## src/rtl/parity_arb.sv

```systemverilog
// Two-requester round-robin arbiter feeding one shared 8-bit parity generator
// through a single-entry output register with valid/ready handshakes.
module parity_arb #(
    parameter bit ODD_PARITY = 1'b0
) (
    input  logic       clk,
    input  logic       rst,
    input  logic       req0_valid,
    input  logic [7:0] req0_data,
    output logic       req0_ready,
    input  logic       req1_valid,
    input  logic [7:0] req1_data,
    output logic       req1_ready,
    output logic       out_valid,
    output logic [7:0] out_data,
    output logic       out_parity,
    output logic       out_src,
    input  logic       out_ready,
    output logic [7:0] xfer_count
);

    localparam int NUM_REQ = 2;

    logic [NUM_REQ-1:0] req_valid;
    logic [7:0]         req_data [NUM_REQ];
    logic [NUM_REQ-1:0] req_ready;

    logic       out_valid_reg,  out_valid_next;
    logic [7:0] out_data_reg,   out_data_next;
    logic       out_parity_reg, out_parity_next;
    logic       out_src_reg,    out_src_next;
    logic [7:0] xfer_count_reg, xfer_count_next;
    logic       rr_ptr_reg,     rr_ptr_next;

    logic       reg_free;
    logic       drain;
    logic       grant_valid;
    logic       grant_idx;
    logic       accept;
    logic [7:0] sel_data;
    logic       sel_parity;

    assign req_valid   = {req1_valid, req0_valid};
    assign req_data[0] = req0_data;
    assign req_data[1] = req1_data;

    // A same-cycle drain frees the slot, so refill can happen back-to-back.
    assign drain    = out_valid_reg && out_ready;
    assign reg_free = !out_valid_reg || out_ready;

    always_comb begin
        grant_valid = |req_valid;
        grant_idx   = 1'b0;
        case (req_valid)
            2'b01:   grant_idx = 1'b0;
            2'b10:   grant_idx = 1'b1;
            2'b11:   grant_idx = rr_ptr_reg;
            default: grant_idx = 1'b0;
        endcase
    end

    // Ready is one-hot by construction: only the granted index can match.
    generate
        for (genvar gi = 0; gi < NUM_REQ; gi++) begin : g_ready
            assign req_ready[gi] = !rst && reg_free && grant_valid &&
                                   (grant_idx == 1'(gi));
        end
    endgenerate

    assign req0_ready = req_ready[0];
    assign req1_ready = req_ready[1];
    assign accept     = |req_ready;

    // The single parity generator, fed by whichever requester holds the grant.
    assign sel_data   = req_data[grant_idx];
    assign sel_parity = (^sel_data) ^ ODD_PARITY;

    always_comb begin
        out_valid_next  = out_valid_reg;
        out_data_next   = out_data_reg;
        out_parity_next = out_parity_reg;
        out_src_next    = out_src_reg;
        xfer_count_next = xfer_count_reg;
        rr_ptr_next     = rr_ptr_reg;

        if (drain) begin
            xfer_count_next = xfer_count_reg + 8'd1;
            out_valid_next  = 1'b0;
        end

        if (accept) begin
            out_valid_next  = 1'b1;
            out_data_next   = sel_data;
            out_parity_next = sel_parity;
            out_src_next    = grant_idx;
            rr_ptr_next     = ~grant_idx;
        end
    end

    always_ff @(posedge clk) begin
        if (rst) begin
            out_valid_reg  <= 1'b0;
            out_data_reg   <= 8'h00;
            out_parity_reg <= ODD_PARITY;
            out_src_reg    <= 1'b0;
            xfer_count_reg <= 8'h00;
            rr_ptr_reg     <= 1'b0;
        end else begin
            out_valid_reg  <= out_valid_next;
            out_data_reg   <= out_data_next;
            out_parity_reg <= out_parity_next;
            out_src_reg    <= out_src_next;
            xfer_count_reg <= xfer_count_next;
            rr_ptr_reg     <= rr_ptr_next;
        end
    end

    assign out_valid  = out_valid_reg;
    assign out_data   = out_data_reg;
    assign out_parity = out_parity_reg;
    assign out_src    = out_src_reg;
    assign xfer_count = xfer_count_reg;

endmodule
```

## config.mk

```make
export PLATFORM = sky130hd
export DESIGN_NAME = parity_arb
export DESIGN_NICKNAME = d
export VERILOG_FILES = /design/src/rtl/parity_arb.sv
export SDC_FILE = /design/constraint.sdc
export NUM_CORES = 1
export LEC_CHECK = 0
export ABC_AREA = 1
export BUFFER_PORTS_ARGS = -buffer_cell sky130_fd_sc_hd__buf_2
export CAP_MARGIN = 20
export CORE_AREA = 2 2 64 66
export CTS_BUF_LIST = sky130_fd_sc_hd__clkbuf_4 sky130_fd_sc_hd__clkbuf_8
export CTS_CLUSTER_SIZE = 30
export DETAILED_ROUTE_END_ITERATION = 8
export DIE_AREA = 0 0 66 68
export GPL_TIMING_DRIVEN = 1
export PLACE_DENSITY = 0.69
export SKIP_CTS_REPAIR_TIMING = 1
export SYNTH_ARGS = -nofsm -noshare
export SYNTH_HDL_FRONTEND = slang
export SYNTH_SLANG_ARGS = --single-unit
```

## constraint.sdc

```tcl
create_clock -name clk -period 3.65 [get_ports clk]
set_clock_uncertainty 0.1 [all_clocks]
set_input_delay 0.365 -clock clk [delete_from_list [all_inputs] [get_ports clk]]
set_output_delay 0.365 -clock clk [all_outputs]
set_load 0.1 [all_outputs]
```

# Word level (Yosys, flattened, before mapping)

Index checks and enable logic that the tools add are counted.

Word-level logic and storage cells: 30
Bits in registers: 20

Add/subtract/negate cells: 1
$lt $le $gt $ge: 1
Reductions and logical operators: 12
Equal/unequal tests: 2
Bitwise gates (word level): 2
Multiplexer cells: 6

Operators by type and width:

| cell                  | count |
|---|---|
| $mux W8               | 3 |
| $add A8 B1 Y8 const B | 1 |
| $reduce_xor A8 Y1     | 1 |
| $logic_and A1 B1 Y1   | 5 |
| $eq A2 B2 Y1 const B  | 2 |
| $reduce_or A2 Y1      | 2 |
| $ge A2 B2 Y1 const B  | 1 |
| $logic_not A1 Y1      | 2 |
| $mux W1               | 2 |
| $not A1 Y2            | 1 |
| $pmux W1 S2           | 1 |
| $reduce_bool A2 Y1    | 1 |
| $logic_or A1 B1 Y1    | 1 |
| $not A1 Y1            | 1 |

# Depth between registers and ports, before layout

Depth in word-level cells: 7
Gate-level depth with buffers: 15
Depth with buffers taken out: 14

# Least setup slack after synthesis

Ideal clock, no wire load.

Kind: register to output
Start point: register out_valid_reg, in the netlist out_valid
End point: output port req1_ready
Buffers on the path: 1
Stages on the path, launching flop included: 5
Path slack: 0.578 ns
Arrival: 2.607 ns
Cell sequence: dfxtp_1 > a21oi_1 > o21ai_4 > buf_4 > nor2_1

Cells in the longest elaborated chain, start to end: 5

RTL lines:

| element                           | RTL line | source |
|---|---|---|
| start: declaration                | 28       | `logic out_valid_reg, out_valid_next;` |
| start signal: assignment          | 109      | `out_valid_reg <= out_valid_next;` |
| $logic_not A1 Y1                  | 49       | `assign reg_free = !out_valid_reg \|\| out_ready;` |
| $logic_or A1 B1 Y1                | 49       |  |
| $logic_and A1 B1 Y1 (3 in series) | 65       | `assign req_ready[gi] = !rst && reg_free && grant_valid &&` |
| end: declaration                  | 13       | `output logic req1_ready,` |

No other way between the ends.

# Worst setup path after layout

Start point: register out_valid_reg, in the netlist out_valid
End point: output port req0_ready

Cells in the longest elaborated chain, start to end: 5

RTL lines:

| element                           | RTL line | source |
|---|---|---|
| $logic_not A1 Y1                  | 49       |  |
| $logic_or A1 B1 Y1                | 49       |  |
| $logic_and A1 B1 Y1 (3 in series) | 65       |  |
| end: declaration                  | 10       | `output logic req0_ready,` |

No other way between the ends.

==> run summary <==
The flow ran to the end, and the final reports show no timing, DRC or antenna violations. The floorplan has 23 rows. Static timing analysis puts the maximum clock frequency at 464 MHz. The run gives 0 as the number of diodes added for antenna fixing.

In the synthesized netlist the dominant register cell turns out to be sky130_fd_sc_hd__dfxtp_1. Along the worst path, the maximum fanout reaches 15. The maximum VDD drop is 0.000157 V, and the area growth from synthesis to final layout is 19.4%. The run gives 4 as the number of detailed-routing iterations run before antenna repair. Summed over all layers, the routed wires come to 2650 um. Together, buffers and inverters on the worst path number 3. After global routing, the most crowded layer is met2. Dividing total power by cell area gives a power density of 390 nW/um2. For the final max-slew violation count, the log shows 0. TritonCTS built the clock tree.

Counting instances in the post-synthesis netlist gives the leading cell types as 87 x sky130_fd_sc_hd__nand2_1, 20 x sky130_fd_sc_hd__dfxtp_1, 20 x sky130_fd_sc_hd__inv_1, 14 x sky130_fd_sc_hd__a21oi_1, 11 x sky130_fd_sc_hd__nand3_1. Once layout is done, the placed cells without fillers occupy 1550 um2. Setup repair after global routing left no endpoint under its margin. Walking the worst path, the cells encountered are a21oi_1, o21ai_4, clkinv_8, nand2_1, inv_1, buf_2. The x dimension of the die is 66 um, and the via density per instance is 4.52. The async set-reset flop share out of synthesis works out to 0%.

The initial utilization of the core area, before any placement, comes to 33.7%. The run gives 67.5% as the max-slew headroom at the worst pin. Yosys attributes the largest share of cell area to sky130_fd_sc_hd__dfxtp_1 31%, sky130_fd_sc_hd__nand2_1 25%, sky130_fd_sc_hd__inv_1 5.8%. The final layout contains 263 nets. After clock tree synthesis, the clock-pin slew on the worst setup and hold paths is 0.07 ns. STA classifies the critical path endpoint as an output port.

The finished layout holds 290 standard cells, fillers aside. The floorplan step defined a core boundary enclosing 3860 um2. Synthesis-stage register bit count: 20. The tools report the total area of multi-input combinational cells as 732 um2.

The run gives 0 as the number of antenna violations at the first check in global routing. The most frequent cell after synthesis is sky130_fd_sc_hd__nand2_1. The count of input and output buffers came out at 41.

The root buffer cell is sky130_fd_sc_hd__clkbuf_8. On the critical path the largest part of the delay comes from buffers and inverters. Entering global routing, the biggest net connects 22 pins. In this run the count of I/O pins placed on the die edge is 42. After detailed routing, the number of remaining DRC violations is 0. After routing, the total negative slack on setup checks comes to 0 ns. The number of cells after detailed placement was 286; the yosys synthesis warning count was 0. In this run the cell area measured after placement is 1500 um2. The via count of the first global-routing pass came out at 1110.

The synthesized netlist occupies a cell area of 1300 um2. The synthesized design contains 0 enable-type register cells. The total overflow left after global routing is 0.

The critical path in this run is classified as flip-flop to output port. The height of the die is 68 um, and the post-DP HPWL is 2140 um. For this design the static power due to leakage is 0.812 nW. Across the run, the number of max-cap violations was 0. The post-route antenna net violation count came out at 0. The library cell with the largest summed area after synthesis was sky130_fd_sc_hd__dfxtp_1. The tools report the register area as 400 um2. The run gives 0 as the total count of hold-check failures in the final report. The final weighted congestion in routability-driven placement came out at 0.763. STA puts the critical path data required time at 3.18 ns. The largest buffer count on any clock path was 2; the setup violation total in the final timing report was 0. The worst-margin pin slew is 0.492 ns, and the detailed router's first-iteration violation count is 29. For this run, global-route usage on met1 was measured as 15.3%. The filler cell count was 442.

The mean post-synth cell area was 6.44 um2. The run gives 3 as the CTS buffer count. The critical-path cell with the highest stage delay is sky130_fd_sc_hd__buf_2. Counting distinct cell types in the post-synthesis netlist gives 27.

The wire length per cell was 9.14 um; the final standard cell utilization of the core was 40.3%. Path class of the lowest-slack min-delay path: primary input to flip-flop. The portion of the clock cycle consumed by the worst path in the final layout works out to 59.0%. STA puts the critical path data arrival time at 1.69 ns. For this run, the register share of the synthesized area comes to 30.8%. The run gives 224 as the number of nets in the synthesized netlist. The tree built by TritonCTS fans out to 20 sinks. The fraction of layout cells with a size suffix above 1 is 24.2%. For this run, the slowest stage of the critical path takes 0.41 ns.

The logs give 1.32% for the global-route met3 utilization and 21.3% for the fraction of met2 tracks used by global routing. The startpoint kind of the worst setup timing path was a flip-flop. Of the post-synthesis cell area, the dominant cell type holds 30.8%. For the maximum level of the CTS H-tree, the log shows 1. The overall global routing resource usage is 12.5%. The first global-routing pass estimated 4430 um of wire.

Synthesis handed over a netlist of 202 instances. The number of vias in the routed layout was 1312. The time the final worst path needs with I/O delays and setup is 2.15 ns, and the clock latency of the later-clocked register in the worst-skew pair is 0.26 ns. The total die area is 4490 um2.
-- cell families (layout without fill, tap and decap cells) --
kind of cell,after synthesis,count (layout),share of synthesized area [%]
AND/OR/NAND/NOR,130,130,45.9
AO/OA/AOI/OAI,21,21,9.42
adder cells (fa/ha/maj),1,1,0.961
flip-flops,20,20,30.8
buffers and inverters,30,68,13.0
-- layout by cell type (no fill, tap or decap), types with 4 or more instances in the layout --
master	count
sky130_fd_sc_hd__inv_1	20
sky130_fd_sc_hd__buf_2	41
sky130_fd_sc_hd__a21oi_1	14
sky130_fd_sc_hd__nand3b_1	8
sky130_fd_sc_hd__dfxtp_1	20
sky130_fd_sc_hd__nand2_2	8
sky130_fd_sc_hd__clkbuf_8	4
sky130_fd_sc_hd__nor2_1	6
sky130_fd_sc_hd__nand2_1	87
sky130_fd_sc_hd__nand3_1	11
sky130_fd_sc_hd__nor3b_1	4
-- path summary, 6_finish.rpt --
kind,from,slack (ns),end,cells past startpoint
worst max-delay path,out_valid,1.50,req0_ready,6
worst max register to register,rr_ptr_reg,2.02,out_parity,14
worst min register to register,out_data[0],0.36,out_data[0],2
worst min-delay path,out_ready,0.30,out_valid,4
-- cell type report --
| type | count | share of cell area [%] |
|---|---|---|
| inverter | 23 | 6.36 |
| clock buffer | 4 | 3.54 |
| multi-input combinational | 152 | 47.1 |
| sequential | 20 | 25.8 |
| tap | 50 | 4.03 |
| timing repair buffer | 41 | 13.2 |
-- per-layer routing --
metal	routed length, um	vias up
met4	33	0
met1	1260	562
met3	153	3
met2	1210	40
met5	0	-
li1	-	707
-- where the power goes --
part | internal [mW] | switching [mW] | leakage (nW)
combinational | 0.0481 | 0.155 | 0.620
clock | 0.0961 | 0.0718 | 0.0288
sequential | 0.229 | 0.00587 | 0.163
-- tightest hold or removal path, stage by stage --
cell	delay, ns
sky130_fd_sc_hd__buf_2	0.09
sky130_fd_sc_hd__inv_1	0.05
sky130_fd_sc_hd__nand2_1	0.05
sky130_fd_sc_hd__a21oi_1	0.06
-- metrics by stage --
stage	setup WS [ns]	power [mW]	hold WS (ns)
3_3_place_gp	1.52	0.443	0.359
2_1_floorplan	0.578	0.413	0.344
3_5_place_dp	1.48	0.445	0.357
6_report	1.50	0.606	0.299
5_1_grt	1.41	0.640	0.298
4_1_cts	1.48	0.613	0.293
(Power assumes the default switching activity.)
